$ cat src/rtl/alu_ctrl_fsm.sv
// alu_ctrl_fsm: multicycle control sequencer for an 8-bit accumulator-style datapath.
// Each instruction is walked through FETCH, DECODE, EXEC/MEM and WB. Every strobe and
// mux select is decoded from the current state, plus instr in DECODE/EXEC and the
// flags in BRANCH.
//
// Ports
//   clock       in   system clock, rising edge
//   reset       in   synchronous active-high reset, forces RESET
//   instr[7:0]  in   current IR; opcode = instr[3:0], ORI = instr[2:0]==3'b111
//   n_flag      in   registered negative flag
//   z_flag      in   registered zero flag
//   alu2_sel    out  operand-B select (0..5)
//   alu1_sel    out  operand-A select (0 = PC, 1 = R1)
//   alu_op      out  ALU operation
//   pc_write, ir_load, mem_read, mem_write, addr_sel, mdr_load,
//   reg_write, reg_in_sel, flag_write   out  datapath strobes/selects
//   halted      out  high in HALT
//   state[3:0]  out  current state encoding (debug)
module alu_ctrl_fsm (
    input  logic       clock,
    input  logic       reset,
    input  logic [7:0] instr,
    input  logic       n_flag,
    input  logic       z_flag,
    output logic [2:0] alu2_sel,
    output logic       alu1_sel,
    output logic [2:0] alu_op,
    output logic       pc_write,
    output logic       ir_load,
    output logic       mem_read,
    output logic       mem_write,
    output logic       addr_sel,
    output logic       mdr_load,
    output logic       reg_write,
    output logic       reg_in_sel,
    output logic       flag_write,
    output logic       halted,
    output logic [3:0] state
);

    typedef enum logic [3:0] {
        S_RESET  = 4'd0,
        S_FETCH  = 4'd1,
        S_DECODE = 4'd2,
        S_EXEC   = 4'd3,
        S_WB     = 4'd4,
        S_LD_MEM = 4'd5,
        S_LD_WB  = 4'd6,
        S_ST_MEM = 4'd7,
        S_BRANCH = 4'd8,
        S_JR     = 4'd9,
        S_HALT   = 4'd10
    } state_t;

    localparam logic [3:0] OPC_LOAD  = 4'b0000;
    localparam logic [3:0] OPC_STOP  = 4'b0001;
    localparam logic [3:0] OPC_STORE = 4'b0010;
    localparam logic [3:0] OPC_SHIFT = 4'b0011;
    localparam logic [3:0] OPC_ADD   = 4'b0100;
    localparam logic [3:0] OPC_BPZ   = 4'b0101;
    localparam logic [3:0] OPC_SUB   = 4'b0110;
    localparam logic [3:0] OPC_NAND  = 4'b1000;
    localparam logic [3:0] OPC_BNZ   = 4'b1001;
    localparam logic [3:0] OPC_JR    = 4'b1100;
    localparam logic [3:0] OPC_BZ    = 4'b1101;

    localparam logic [2:0] ALU_ADD   = 3'b000;
    localparam logic [2:0] ALU_SUB   = 3'b001;
    localparam logic [2:0] ALU_NAND  = 3'b011;
    localparam logic [2:0] ALU_OR    = 3'b100;
    localparam logic [2:0] ALU_SHIFT = 3'b101;

    localparam logic [2:0] B_R2    = 3'd0;
    localparam logic [2:0] B_ONE   = 3'd1;
    localparam logic [2:0] B_SEXT4 = 3'd2;
    localparam logic [2:0] B_ZEXT3 = 3'd3;
    localparam logic [2:0] B_ZEXT5 = 3'd4;
    localparam logic [2:0] B_ZERO  = 3'd5;

    state_t     state_q;
    state_t     state_d;
    logic [3:0] opcode;
    logic       is_ori;
    logic       unused_instr_hi;

    assign opcode = instr[3:0];
    // ORI reuses instr[3] as an immediate bit, so it is matched on the low three bits only
    assign is_ori = (instr[2:0] == 3'b111);
    // immediate fields are consumed by the datapath, not by the sequencer
    assign unused_instr_hi = ^instr[7:4];

    assign state = state_q;

    // state register
    always_ff @(posedge clock) begin
        if (reset) begin
            state_q <= S_RESET;
        end else begin
            state_q <= state_d;
        end
    end

    // next-state logic
    always_comb begin
        state_d = S_RESET;
        case (state_q)
            S_RESET:  state_d = S_FETCH;
            S_FETCH:  state_d = S_DECODE;
            S_DECODE: begin
                state_d = S_FETCH;
                if (is_ori) begin
                    state_d = S_EXEC;
                end else begin
                    case (opcode)
                        OPC_ADD, OPC_SUB, OPC_NAND, OPC_SHIFT: state_d = S_EXEC;
                        OPC_LOAD:                              state_d = S_LD_MEM;
                        OPC_STORE:                             state_d = S_ST_MEM;
                        OPC_BZ, OPC_BNZ, OPC_BPZ:              state_d = S_BRANCH;
                        OPC_JR:                                state_d = S_JR;
                        OPC_STOP:                              state_d = S_HALT;
                        default:                               state_d = S_FETCH;
                    endcase
                end
            end
            S_EXEC:   state_d = S_WB;
            S_WB:     state_d = S_FETCH;
            S_LD_MEM: state_d = S_LD_WB;
            S_LD_WB:  state_d = S_FETCH;
            S_ST_MEM: state_d = S_FETCH;
            S_BRANCH: state_d = S_FETCH;
            S_JR:     state_d = S_FETCH;
            S_HALT:   state_d = S_HALT;
            default:  state_d = S_RESET;
        endcase
    end

    // output decode
    always_comb begin
        alu2_sel   = B_R2;
        alu1_sel   = 1'b0;
        alu_op     = ALU_ADD;
        pc_write   = 1'b0;
        ir_load    = 1'b0;
        mem_read   = 1'b0;
        mem_write  = 1'b0;
        addr_sel   = 1'b0;
        mdr_load   = 1'b0;
        reg_write  = 1'b0;
        reg_in_sel = 1'b0;
        flag_write = 1'b0;
        halted     = 1'b0;
        case (state_q)
            S_FETCH: begin
                mem_read = 1'b1;
                ir_load  = 1'b1;
                alu2_sel = B_ONE;
                pc_write = 1'b1;
            end
            // branch target PC + sext(imm4) is computed speculatively into ALUOut
            S_DECODE: begin
                alu2_sel = B_SEXT4;
            end
            S_EXEC: begin
                alu1_sel   = 1'b1;
                flag_write = 1'b1;
                if (is_ori) begin
                    alu2_sel = B_ZEXT5;
                    alu_op   = ALU_OR;
                end else begin
                    case (opcode)
                        OPC_SUB:   alu_op = ALU_SUB;
                        OPC_NAND:  alu_op = ALU_NAND;
                        OPC_SHIFT: begin
                            alu2_sel = B_ZEXT3;
                            alu_op   = ALU_SHIFT;
                        end
                        default:   alu_op = ALU_ADD;
                    endcase
                end
            end
            S_WB: begin
                reg_write = 1'b1;
            end
            S_LD_MEM: begin
                mem_read = 1'b1;
                addr_sel = 1'b1;
                mdr_load = 1'b1;
            end
            S_LD_WB: begin
                reg_write  = 1'b1;
                reg_in_sel = 1'b1;
            end
            S_ST_MEM: begin
                mem_write = 1'b1;
                addr_sel  = 1'b1;
            end
            // flags are the ones latched by the previous EXEC
            S_BRANCH: begin
                case (opcode)
                    OPC_BZ:  pc_write = z_flag;
                    OPC_BNZ: pc_write = ~z_flag;
                    OPC_BPZ: pc_write = ~n_flag;
                    default: pc_write = 1'b0;
                endcase
            end
            S_JR: begin
                alu1_sel = 1'b1;
                alu2_sel = B_ZERO;
                pc_write = 1'b1;
            end
            S_HALT: begin
                halted = 1'b1;
            end
            default: begin
                halted = 1'b0;
            end
        endcase
    end

endmodule

$ cat config.mk
export PLATFORM = sky130hd
export DESIGN_NAME = alu_ctrl_fsm
export DESIGN_NICKNAME = d
export VERILOG_FILES = /design/src/rtl/alu_ctrl_fsm.sv
export SDC_FILE = /design/constraint.sdc
export NUM_CORES = 1
export LEC_CHECK = 0
export BUFFER_PORTS_ARGS = -buffer_cell sky130_fd_sc_hd__buf_2
export CAP_MARGIN = 30
export CORE_MARGIN = 4
export CORE_UTILIZATION = 34
export CTS_BUF_LIST = sky130_fd_sc_hd__clkbuf_8
export DETAILED_ROUTE_END_ITERATION = 16
export PLACE_DENSITY = 0.75
export SYNTH_ARGS = -nofsm -noshare
export SYNTH_HDL_FRONTEND = slang
export SYNTH_SLANG_ARGS = --single-unit
$ cat constraint.sdc
create_clock -name clock -period 1.5 [get_ports clock]
set_input_delay 0.15 -clock clock [delete_from_list [all_inputs] [get_ports clock]]
set_output_delay 0.15 -clock clock [all_outputs]
set_load 0.005 [all_outputs]
==> impl_metrics.env <==
export IMPL_avgSynthCellArea_um2=6.97
export IMPL_path_class="register to output pin"
export IMPL_seq_area_frac_synth_pct=17.2
export IMPL_worstPathArrival_ps=1320
export IMPL_placed_area_um2=609
export IMPL_cts_sinks=4
export IMPL_antenna_found_initial=0
export IMPL_setup_violations_final=0
export IMPL_finClkSkew_ps=3.97
export IMPL_fin_area_um2=717
export IMPL_ys_ff_latch=4
export IMPL_seqCellArea_um2=82.6
export IMPL_vias_per_cell=5.14
export IMPL_layout_drive_gt1_share_pct=54.6
export IMPL_rows=13
export IMPL_rsz0062_at_grt="yes"
export IMPL_yosys_area_share_xor_xnor_pct=3.75
export IMPL_tns_ps=0
export IMPL_dieArea_mm2=0.00203
export IMPL_numCtsBuffers=3
export IMPL_crit_fanout=4
export IMPL_powerDensity_mw_per_mm2=748
export IMPL_finalWirelength_um=1380
export IMPL_maxCapViolCount=0
export IMPL_worst_r2r_startpoint="state[1]"
export IMPL_synth_cells=67
export IMPL_ir_drop_v=0.000250
export IMPL_yosys_warnings=0
export IMPL_ant_nets=0
export IMPL_grt_start_max_net_pins=15
export IMPL_whs_endpoint="state[1]"
export IMPL_hp_start="reset"
export IMPL_r2r_slack_ps=240
export IMPL_fillers=129
export IMPL_worstMarginPinSlew_ps=253
export IMPL_n_antenna_cell=0
export IMPL_placement_io_buffers=28
export IMPL_max_freq_mhz=679
export IMPL_worstSkewPairLatency_ps=220
export IMPL_grt_ovfl_total=0
export IMPL_syn_nets=79
export IMPL_hpwl_um=990
export IMPL_io_pins=33
export IMPL_multi_input_area_um2=378
export IMPL_ys_flop_type="dfxtp_1"
export IMPL_hold_class="input port to register"
export IMPL_die_w_um=45.1
export IMPL_grtUsageTotal_pct=13.0
export IMPL_required_ps=1350
export IMPL_htreeDepth=1
export IMPL_die_h_um=45.1
export IMPL_r2r_cells=5
export IMPL_final_nets=111
export IMPL_ys_types=33
export IMPL_start_kind="register"
export IMPL_synth_top_family_by_area="simple AND/OR/NAND/NOR gates"
export IMPL_clock_path_buffers=2
export IMPL_largest_reg_flops=4
export IMPL_firstDrtPassIters=4
export IMPL_start_util_pct=35.9
export IMPL_hold_depth=2
export IMPL_routedWlPerCell_um=12.3
export IMPL_fin_crit_ps=1470
export IMPL_gp_congestion=0.781
export IMPL_status="finished, final reports clean"
export IMPL_r2r_end="state[0]"
export IMPL_grt_pass1_wl_um=2010
export IMPL_synth_area_mux_share_pct=2.41
export IMPL_first_global_vias=486
export IMPL_drc=0
export IMPL_num_vias=576
export IMPL_syn_area_um2=467
export IMPL_synth_edf_count=0
export IMPL_hold_buffers=0
export IMPL_synth_adder_area_share_pct=0
export IMPL_coreArea_mm2=0.00130
export IMPL_synth_simple_area_share_pct=37.3
export IMPL_syn_to_final_growth_pct=53.6
export IMPL_finalHoldViolCount=0
export IMPL_worstSetupEndpointType="output pin"
export IMPL_ys_async_sr_fraction_pct=0
export IMPL_drt_iter0_markers=9
export IMPL_root_buffer="clkbuf_8"
export IMPL_clkTransAtPathRegs_ps=30
export IMPL_p_leak_uw=0.000353
export IMPL_min_period_over_period_pct=98.1
export IMPL_cts_tree="done"
export IMPL_slew_viol_final=0
export IMPL_synth_compound_area_share_pct=27.1
export IMPL_max_slew_margin_pct=83.1
## routing by layer
metal / track usage, % / share of wire [%] / up-vias
li1: - / - / 299
met1: 17.1 / 44 / 253
met2: 21.5 / 50 / 24
met3: 0 / 6.2 / 0
met4: 7.02 / 0 / 0
met5: 0 / 0 / -
## cells in the final DEF, fill, tap and decap left out, drive strengths merged
cell type,instances
and3b,1
nor2,8
or2,1
mux2,1
o211ai,1
nand2,7
nand2b,2
nor3,6
a311oi,1
or3b,1
dfxtp,4
o22ai,1
a221oi,1
o21ai,5
clkbuf,3
nor2b,1
a211oi,1
a21oi,3
nor3b,1
inv,3
xor2,1
and3,2
a41oi,1
o32ai,2
buf,34
xnor2,1
o21a,1
nand3,1
and2,2
## worst max-delay path by stage
stage	from	end	slack, ps	depth (start not counted)
3_5_place_dp	state[0]	alu2_sel[2]	240	5
4_1_cts	state[1]	alu2_sel[2]	20	4
6_report	state[0]	alu2_sel[1]	30	5
2_1_floorplan	state[1]	alu2_sel[0]	260	5
3_3_place_gp	state[0]	alu2_sel[2]	250	5
5_1_grt	state[1]	alu2_sel[1]	-50	5
## metrics by stage
| stage | power [uW] | utilization [%] | hold slack [ps] | std cells | setup WS (ps) |
|---|---|---|---|---|---|
| final | 536 | 55.1 | 135 | 112 | 28.3 |
| after global routing | 566 | 55.1 | 144 | 112 | -45.3 |
| after CTS | 520 | 50.5 | 139 | 110 | 17.7 |
| after detailed placement | 287 | 46.8 | 362 | 107 | 237 |
| after global placement | 284 | 46.8 | 362 | 107 | 247 |
| after floorplan | 230 | - | 218 | 67 | 258 |
## worst max-delay path, cell delays in order, from the launching register on
cell,delay [ps]
dfxtp_2,330
nand2_2,70
nor3_4,280
nand3_4,140
o32ai_2,140
buf_2,150
## report_power, final
| part | total (uW) | leakage, uW | switching, uW | internal [uW] |
|---|---|---|---|---|
| Sequential | 123 | 0.0000333 | 7.05 | 116 |
| Combinational | 183 | 0.000298 | 98.7 | 84.5 |
| Clock | 230 | 0.0000216 | 58.4 | 171 |
| Total | 536 | 0.000353 | 164 | 372 |
## timing repair
item,in CTS,in global routing
setup buffers,0,2
pin swaps,0,5
endpoints found under the setup margin,1,4
gates resized for setup,1,10
gates cloned,0,0
## synthesized netlist by cell type, types with 2 or more instances
cell      number  area share (%)
a21oi_1        3             3.2
o32ai_1        2             3.8
nand2_1        6             4.8
o21ai_2        2             3.8
dfxtp_1        4              17
nor3_1         5             5.4
and2_1         2             2.7
and3_1         2             2.7
buf_6          2             4.8
nand2b_1       2             2.7
o21ai_0        3             3.2
nor2_1         8             6.4
inv_1          3             2.4
buf_2          4             4.3
## cell families (layout without fill, tap and decap cells)
family                    count (synthesis)  after routing
and+or+nand+nor                          33             33
AOI/OAI and AO/OA                        17             17
buffers and inverters                    10             40
DFF                                       4              4
xor gates and xnor gates                  2              2
muxes                                     1              1
## area by class of cell
type / instances / area share [%]
Timing Repair Buffer: 34 / 25.8
Inverter: 3 / 1.57
Tap cell: 15 / 2.62
Sequential cell: 4 / 11.5
Clock buffer: 3 / 5.76
Multi-Input combinational cell: 53 / 52.7
No activity file was read; power rests on OpenSTA's default activity.
